==> src/rtl/cpu_pkg.sv <==
// Shared MEM-stage types: memory operation encoding, LSU state and op classifiers.
package cpu_pkg;

  typedef enum logic [3:0] {
    MEM_NONE = 4'd0,
    MEM_LB,
    MEM_LBU,
    MEM_LH,
    MEM_LHU,
    MEM_LW,
    MEM_SB,
    MEM_SH,
    MEM_SW
  } mem_op_t;

  typedef enum logic {IDLE, WAIT} lsu_state_t;

  function automatic logic is_load(input mem_op_t op);
    return op inside {MEM_LB, MEM_LBU, MEM_LH, MEM_LHU, MEM_LW};
  endfunction

  function automatic logic is_store(input mem_op_t op);
    return op inside {MEM_SB, MEM_SH, MEM_SW};
  endfunction

endpackage

==> src/rtl/lsu_align.sv <==
// Byte-lane steering for stores, lane extraction/extension for loads, alignment check.
module lsu_align
  import cpu_pkg::*;
(
  input  mem_op_t     op,
  input  logic [1:0]  addr_lo,
  input  logic [31:0] wdata,
  input  logic [31:0] rdata,
  output logic [3:0]  be,
  output logic [31:0] st_data,
  output logic [31:0] ld_data,
  output logic        misaligned
);

  logic [7:0]  lane_b;
  logic [15:0] lane_h;

  assign lane_b = 8'(rdata >> {addr_lo, 3'b000});
  assign lane_h = addr_lo[1] ? rdata[31:16] : rdata[15:0];

  always_comb begin
    be         = 4'b0000;
    st_data    = wdata;
    ld_data    = rdata;
    misaligned = 1'b0;
    case (op)
      MEM_LB:  begin be = 4'b1111; ld_data = {{24{lane_b[7]}}, lane_b}; end
      MEM_LBU: begin be = 4'b1111; ld_data = {24'd0, lane_b}; end
      MEM_LH:  begin be = 4'b1111; ld_data = {{16{lane_h[15]}}, lane_h}; misaligned = addr_lo[0]; end
      MEM_LHU: begin be = 4'b1111; ld_data = {16'd0, lane_h}; misaligned = addr_lo[0]; end
      MEM_LW:  begin be = 4'b1111; misaligned = |addr_lo; end
      MEM_SB:  begin be = 4'b0001 << addr_lo; st_data = {4{wdata[7:0]}}; end
      MEM_SH:  begin
        be         = addr_lo[1] ? 4'b1100 : 4'b0011;
        st_data    = {2{wdata[15:0]}};
        misaligned = addr_lo[0];
      end
      MEM_SW:  begin be = 4'b1111; misaligned = |addr_lo; end
      default: ;
    endcase
  end

endmodule

==> src/rtl/pipeline_lsu.sv <==
// MEM stage: issues data-memory accesses, stalls upstream while waiting, registers MEM/WB.
// state | meaning
// IDLE  | accepting ops from EX; dmem port driven straight from ex_* inputs
// WAIT  | access outstanding; dmem port driven from latched request, counting to TIMEOUT
module pipeline_lsu
  import cpu_pkg::*;
#(
  parameter int ADDR_W  = 32,
  parameter int TIMEOUT = 16
) (
  input  logic              clk,
  input  logic              reset,
  input  logic              ex_valid,
  input  logic [3:0]        ex_mem_op,
  input  logic [ADDR_W-1:0] ex_addr,
  input  logic [31:0]       ex_wdata,
  input  logic [31:0]       ex_alu_result,
  input  logic [4:0]        ex_rd,
  input  logic              ex_reg_write,
  output logic              stall_out,
  output logic              dmem_req,
  output logic              dmem_we,
  output logic [ADDR_W-1:0] dmem_addr,
  output logic [31:0]       dmem_wdata,
  output logic [3:0]        dmem_be,
  input  logic              dmem_ready,
  input  logic [31:0]       dmem_rdata,
  output logic              wb_valid,
  output logic [4:0]        wb_rd,
  output logic              wb_reg_write,
  output logic [31:0]       wb_data,
  output logic              misalign_exc,
  output logic              bus_err,
  output logic [ADDR_W-1:0] fault_addr
);

  localparam int CNT_W = $clog2(TIMEOUT + 1);

  lsu_state_t        state;
  logic [CNT_W-1:0]  cnt;
  mem_op_t           lat_op;
  logic [ADDR_W-1:0] lat_addr;
  logic [31:0]       lat_wdata;
  logic [4:0]        lat_rd;
  logic              lat_reg_write;

  mem_op_t           ex_op, cur_op;
  logic [ADDR_W-1:0] cur_addr;
  logic [31:0]       cur_wdata, al_wdata, al_ldata;
  logic [3:0]        al_be;
  logic              al_misaligned, ex_mem, in_wait, timed_out;

  assign ex_op     = mem_op_t'(ex_mem_op);
  assign ex_mem    = ex_valid && (is_load(ex_op) || is_store(ex_op));
  assign in_wait   = (state == WAIT);
  assign timed_out = in_wait && (cnt == CNT_W'(TIMEOUT));

  // One aligner serves both the fresh EX op and the latched outstanding one.
  assign cur_op    = in_wait ? lat_op    : ex_op;
  assign cur_addr  = in_wait ? lat_addr  : ex_addr;
  assign cur_wdata = in_wait ? lat_wdata : ex_wdata;

  lsu_align u_align (
    .op         (cur_op),
    .addr_lo    (cur_addr[1:0]),
    .wdata      (cur_wdata),
    .rdata      (dmem_rdata),
    .be         (al_be),
    .st_data    (al_wdata),
    .ld_data    (al_ldata),
    .misaligned (al_misaligned)
  );

  assign dmem_req   = reset && (in_wait ? !timed_out : (ex_mem && !al_misaligned));
  assign stall_out  = dmem_req && !dmem_ready;
  assign dmem_we    = is_store(cur_op);
  assign dmem_addr  = {cur_addr[ADDR_W-1:2], 2'b00};
  assign dmem_wdata = al_wdata;
  assign dmem_be    = al_be;

  always_ff @(posedge clk or negedge reset) begin
    if (!reset) begin
      state         <= IDLE;
      cnt           <= '0;
      lat_op        <= MEM_NONE;
      lat_addr      <= '0;
      lat_wdata     <= '0;
      lat_rd        <= '0;
      lat_reg_write <= 1'b0;
      wb_valid      <= 1'b0;
      wb_rd         <= '0;
      wb_reg_write  <= 1'b0;
      wb_data       <= '0;
      misalign_exc  <= 1'b0;
      bus_err       <= 1'b0;
      fault_addr    <= '0;
    end else begin
      misalign_exc <= 1'b0;
      bus_err      <= 1'b0;
      case (state)
        IDLE: begin
          if (!ex_valid) begin
            wb_valid     <= 1'b0;
            wb_reg_write <= 1'b0;
          end else if (!ex_mem) begin
            wb_valid     <= 1'b1;
            wb_rd        <= ex_rd;
            wb_reg_write <= ex_reg_write;
            wb_data      <= ex_alu_result;
          end else if (al_misaligned) begin
            wb_valid     <= 1'b1;
            wb_rd        <= ex_rd;
            wb_reg_write <= 1'b0;
            misalign_exc <= 1'b1;
            fault_addr   <= ex_addr;
          end else if (dmem_ready) begin
            wb_valid     <= 1'b1;
            wb_rd        <= ex_rd;
            wb_reg_write <= ex_reg_write && is_load(ex_op);
            wb_data      <= al_ldata;
          end else begin
            wb_valid      <= 1'b0;
            wb_reg_write  <= 1'b0;
            lat_op        <= ex_op;
            lat_addr      <= ex_addr;
            lat_wdata     <= ex_wdata;
            lat_rd        <= ex_rd;
            lat_reg_write <= ex_reg_write;
            cnt           <= CNT_W'(1);
            state         <= WAIT;
          end
        end
        WAIT: begin
          if (timed_out) begin
            wb_valid     <= 1'b1;
            wb_rd        <= lat_rd;
            wb_reg_write <= 1'b0;
            bus_err      <= 1'b1;
            fault_addr   <= lat_addr;
            cnt          <= '0;
            state        <= IDLE;
          end else if (dmem_ready) begin
            wb_valid     <= 1'b1;
            wb_rd        <= lat_rd;
            wb_reg_write <= lat_reg_write && is_load(lat_op);
            wb_data      <= al_ldata;
            cnt          <= '0;
            state        <= IDLE;
          end else begin
            wb_valid     <= 1'b0;
            wb_reg_write <= 1'b0;
            cnt          <= cnt + 1'b1;
          end
        end
        default: state <= IDLE;
      endcase
    end
  end

endmodule

==> config.mk <==
export PLATFORM = sky130hd
export DESIGN_NAME = pipeline_lsu
export DESIGN_NICKNAME = d
export VERILOG_FILES = /design/src/rtl/cpu_pkg.sv /design/src/rtl/lsu_align.sv /design/src/rtl/pipeline_lsu.sv
export SDC_FILE = /design/constraint.sdc
export NUM_CORES = 1
export LEC_CHECK = 0
export ABC_AREA = 1
export CAP_MARGIN = 20
export CORE_AREA = 5 5 151 153
export CTS_BUF_LIST = sky130_fd_sc_hd__clkbuf_8
export CTS_CLUSTER_DIAMETER = 40
export DETAILED_ROUTE_END_ITERATION = 7
export DIE_AREA = 0 0 156 158
export GPL_TIMING_DRIVEN = 0
export MAX_ROUTING_LAYER = met4
export PLACE_DENSITY = 0.78
export SYNTH_ARGS = -nofsm -noshare
export SYNTH_HDL_FRONTEND = slang
export SYNTH_SLANG_ARGS = --single-unit
==> constraint.sdc <==
create_clock -name clk -period 1.9 [get_ports clk]
set_input_delay 0.19 -clock clk [delete_from_list [all_inputs] [get_ports clk]]
set_output_delay 0.19 -clock clk [all_outputs]
set_load 0.02 [all_outputs]
==> impl_summary.md <==
Worst setup path
By startpoint and endpoint, the worst setup path is classified as reg2out. STA classifies the critical path startpoint as a flop. The worst setup path is captured at an output port. For the worst setup path, the data arrival time is 2260 ps. Data on the critical path is required at its endpoint by 1710 ps. The worst-path maximum fanout is 8.

Cells and area
The most common library cell in the layout ignoring fill and taps is sky130_fd_sc_hd__nand2_1. The number of filler cells placed in the layout is 1565. The synthesis-to-finish area growth is 63.43%.

In the layout the commonest cells are sky130_fd_sc_hd__nand2_1 (443), sky130_fd_sc_hd__clkdlybuf4s50_1 (212), sky130_fd_sc_hd__dfrtp_1 (153). The final-stage net count is 1868. The fraction of layout cells with a size suffix above 1 is 0.2769.

Yosys
After synthesis, the mean cell area works out to 6.808 µm². The number of register bits inferred by synthesis is 153. The share of the Yosys chip area taken by registers is 0.4184.

The mapped netlist covers 9150 µm². The cell count after synthesis is 1344. For this run, the number of Yosys warnings is 0. Synthesis instantiated 38 different standard cells from the library.

Clock tree
The clock insertion delay at the later pin of the skew report is 480 ps. The number of buffers inserted during clock tree synthesis is 17. The number of clock sinks is 153.

No sink is reached through more buffers than the 2 on the longest clock path. The clock tree from TritonCTS is built. The count of H-tree levels built during CTS is 4. The register clock-pin slew on the reported worst setup and hold paths is 100 ps. The clock root buffer master is sky130_fd_sc_hd__clkbuf_8.

Timing
The worst path in the final design needs a cycle of 2451 ps, including I/O delays and setup. The highest clock frequency the design can meet is 408.0 MHz. Setup slack on the critical path of the routed design comes to -550.8 ps. The final setup violation count is 219. The number of failing hold endpoints at the final stage came to 76. The number of slew-limit violations in the final report is 0. Headroom to the max-slew limit came out at 0.4784. Of the available clock period, the critical path in the final layout requires 1.290. Setup total negative slack on the finished layout was measured at -64660 ps. The worst-case hold slack is -254.4 ps. For the final database, setup skew stands at 13.65 ps.

At the pin with the least slew margin, the transition time is 782.5 ps. Setup repair after global routing could not meet its margin everywhere.

Hold path
In this run the worst hold path is classified as in2async.

Die
The cell row count is 54. The floorplan step set the die height to 158 µm. The area of the die is 24650 µm². For this configuration, the core starts out at a cell density of 0.4272.

The core region is 21420 µm². The horizontal die dimension is 156 µm. In this run the count of I/O pins placed on the die edge is 286.

Detailed routing
For this run, the detailed router's first-pass iteration total came to 6. After detailed routing, the average wire length per cell comes to 18.85 µm. After detailed routing, the total wire length is 38110 µm. Detailed routing inserted a total of 10.83k vias.

The number of DRC violations after detailed-routing iteration 0 is 992. After detailed routing, the number of vias per cell comes to 5.360. The residual DRC count is 0.

The count of nets left with antenna violations once routing finished came out at 0.

Place
The HPWL reported at the end of detailed placement is 25000 µm. The worst-case setup slack after placement is -1115 ps. The count of buffers added on input and output ports is 282. The final RePlAce weighted congestion is 0.9675.

Pwr
The leakage power total is 7.370 nW. IR analysis of the VDD net gives a maximum drop of 0.6201 mV. The power per standard cell area is 1091 nW/µm².

Global routing
The total overflow left after global routing is 0. Entering global routing, the biggest net connects 79 pins. The number of antenna violations at the first check in global routing came to 4. The first global-routing pass estimated 52620 µm of wire.

The via count of the first global-routing pass was 9956. In the global route stage, overall resource usage came out at 0.2772.

Job
Across the run, the number of max-cap violations was 0.

Outcome
The final reports fail on hold timing, setup timing. The run finished, with violations left.
[registers in the layout, indices dropped and copies added (netlist names), 4 cells and up]
| register | count |
|---|---|
| fault_addr | 32 |
| lat_addr | 32 |
| lat_wdata | 32 |
| wb_data | 32 |
| cnt | 5 |
| lat_rd | 5 |
| wb_rd | 5 |
| lat_op | 4 |
[what timing repair did]
| action | in CTS | in global routing |
|---|---|---|
| pin swaps | 18 | 43 |
| cloned | 2 | 16 |
| setup buffers | 20 | 43 |
| gates resized for setup | 507 | 304 |
| endpoints found under the hold margin | 76 | 76 |
| setup endpoints to repair | 222 | 218 |
[cell families (layout without fill, tap and decap cells)]
kind of cell	count (synthesis)	after routing	synth area share
adders and majority gates	2	2	0.002734
AOI/OAI and AO/OA	225	225	0.1287
xor gates and xnor gates	2	2	0.001915
DFF	153	153	0.4184
other	1	6	0.0004098
buffers and inverters	220	610	0.1162
and+or+nand+nor	741	743	0.3316
[power breakdown]
| part | total (W) | leakage, nW | switching [W] | internal (W) |
|---|---|---|---|---|
| logic | 0.00853 | 5.26 | 0.00466 | 0.00387 |
| clock network | 0.00249 | 0.198 | 0.00143 | 0.00107 |
| registers | 0.00528 | 1.91 | 0.000842 | 0.00444 |
| total | 0.0163 | 7.37 | 0.00692 | 0.00938 |
[final timing paths]
| check | start | end | slack [ps] | cells past startpoint |
|---|---|---|---|---|
| worst max-delay path | in_wait | dmem_wdata[25] | -550 | 9 |
| worst min-delay path | reset | lat_addr[3] | -250 | 1 |
| worst max register to register | in_wait | lat_op[2] | -360 | 16 |
| worst min register to register | wb_data[6] | wb_data[6] | 490 | 2 |
| max in group asynchronous | reset | wb_data[6] | 1270 | 2 |
| min in group clk | ex_wdata[11] | lat_wdata[11] | 280 | 3 |
[cells in the mapped netlist, drive strengths merged]
library cell / n / area (µm²)
nor2: 101 / 415.4
buf: 65 / 479.2
inv: 118 / 445.4
o311ai: 1 / 8.760
o2111ai: 1 / 8.760
and2: 1 / 6.260
o211ai: 9 / 67.56
a31oi: 1 / 6.260
clkbuf: 37 / 138.9
nor3: 2 / 10.01
or2: 5 / 31.28
o21a: 1 / 7.510
a21oi: 8 / 55.06
conb: 1 / 3.750
nand3: 72 / 370.4
nor4: 1 / 6.260
nand4: 11 / 68.82
xor2: 2 / 17.52
dfrtp: 153 / 3829
nand2: 547 / 2118
nand3b: 1 / 7.510
o21ai: 203 / 1016
o31ai: 1 / 7.510
ha: 2 / 25.02
[metal layers]
| layer | track usage | wire, µm | up-vias |
|---|---|---|---|
| met5 | - | 0 | - |
| met4 | 0.1346 | 1909 | 0 |
| met3 | 0.04237 | 3001 | 144 |
| met2 | 0.4258 | 18330 | 620 |
| met1 | 0.3601 | 14860 | 5091 |
| li1 | - | - | 4978 |
[final cells by class]
cell class                      count  area, µm²  share of cell area
Clock inverter                     15      142.6            0.009538
Sequential cell                   153       3829              0.2560
Buffer                             98      978.4             0.06543
Timing Repair inverter              1      6.256           0.0004183
Clock buffer                       17      234.0             0.01565
Multi-Input combinational cell    974       5179              0.3463
Tap cell                          280      350.3             0.02343
Antenna cell                        4      10.01           0.0006693
Timing Repair Buffer              361       3756              0.2512
Inverter                          118      469.2             0.03138
[stage by stage]
step	hold slack (ps)	utilization	instances	cell area, µm²	total power (W)
global route	-191.7	0.6982	2021	14950	0.01716
detailed placement	295.4	0.5797	1908	12420	0.01213
floorplan	-105.6	-	1345	9214	0.008962
global placement	453.5	0.5783	1907	12390	0.01197
finish	-254.4	0.6982	2021	14950	0.01631
CTS	-200.8	0.6271	1961	13430	0.01496
[critical path: stages (launching register included)]
cell and delay [ps]:
sky130_fd_sc_hd__dfrtp_1 380, sky130_fd_sc_hd__buf_6 160, sky130_fd_sc_hd__buf_12 150, sky130_fd_sc_hd__buf_12 130, sky130_fd_sc_hd__buf_12 140, sky130_fd_sc_hd__clkbuf_16 170
sky130_fd_sc_hd__o21ai_4 220, sky130_fd_sc_hd__nand2_2 100, sky130_fd_sc_hd__o211ai_1 140, sky130_fd_sc_hd__buf_4 200
Note: power is estimated with default switching activity, not from simulation.
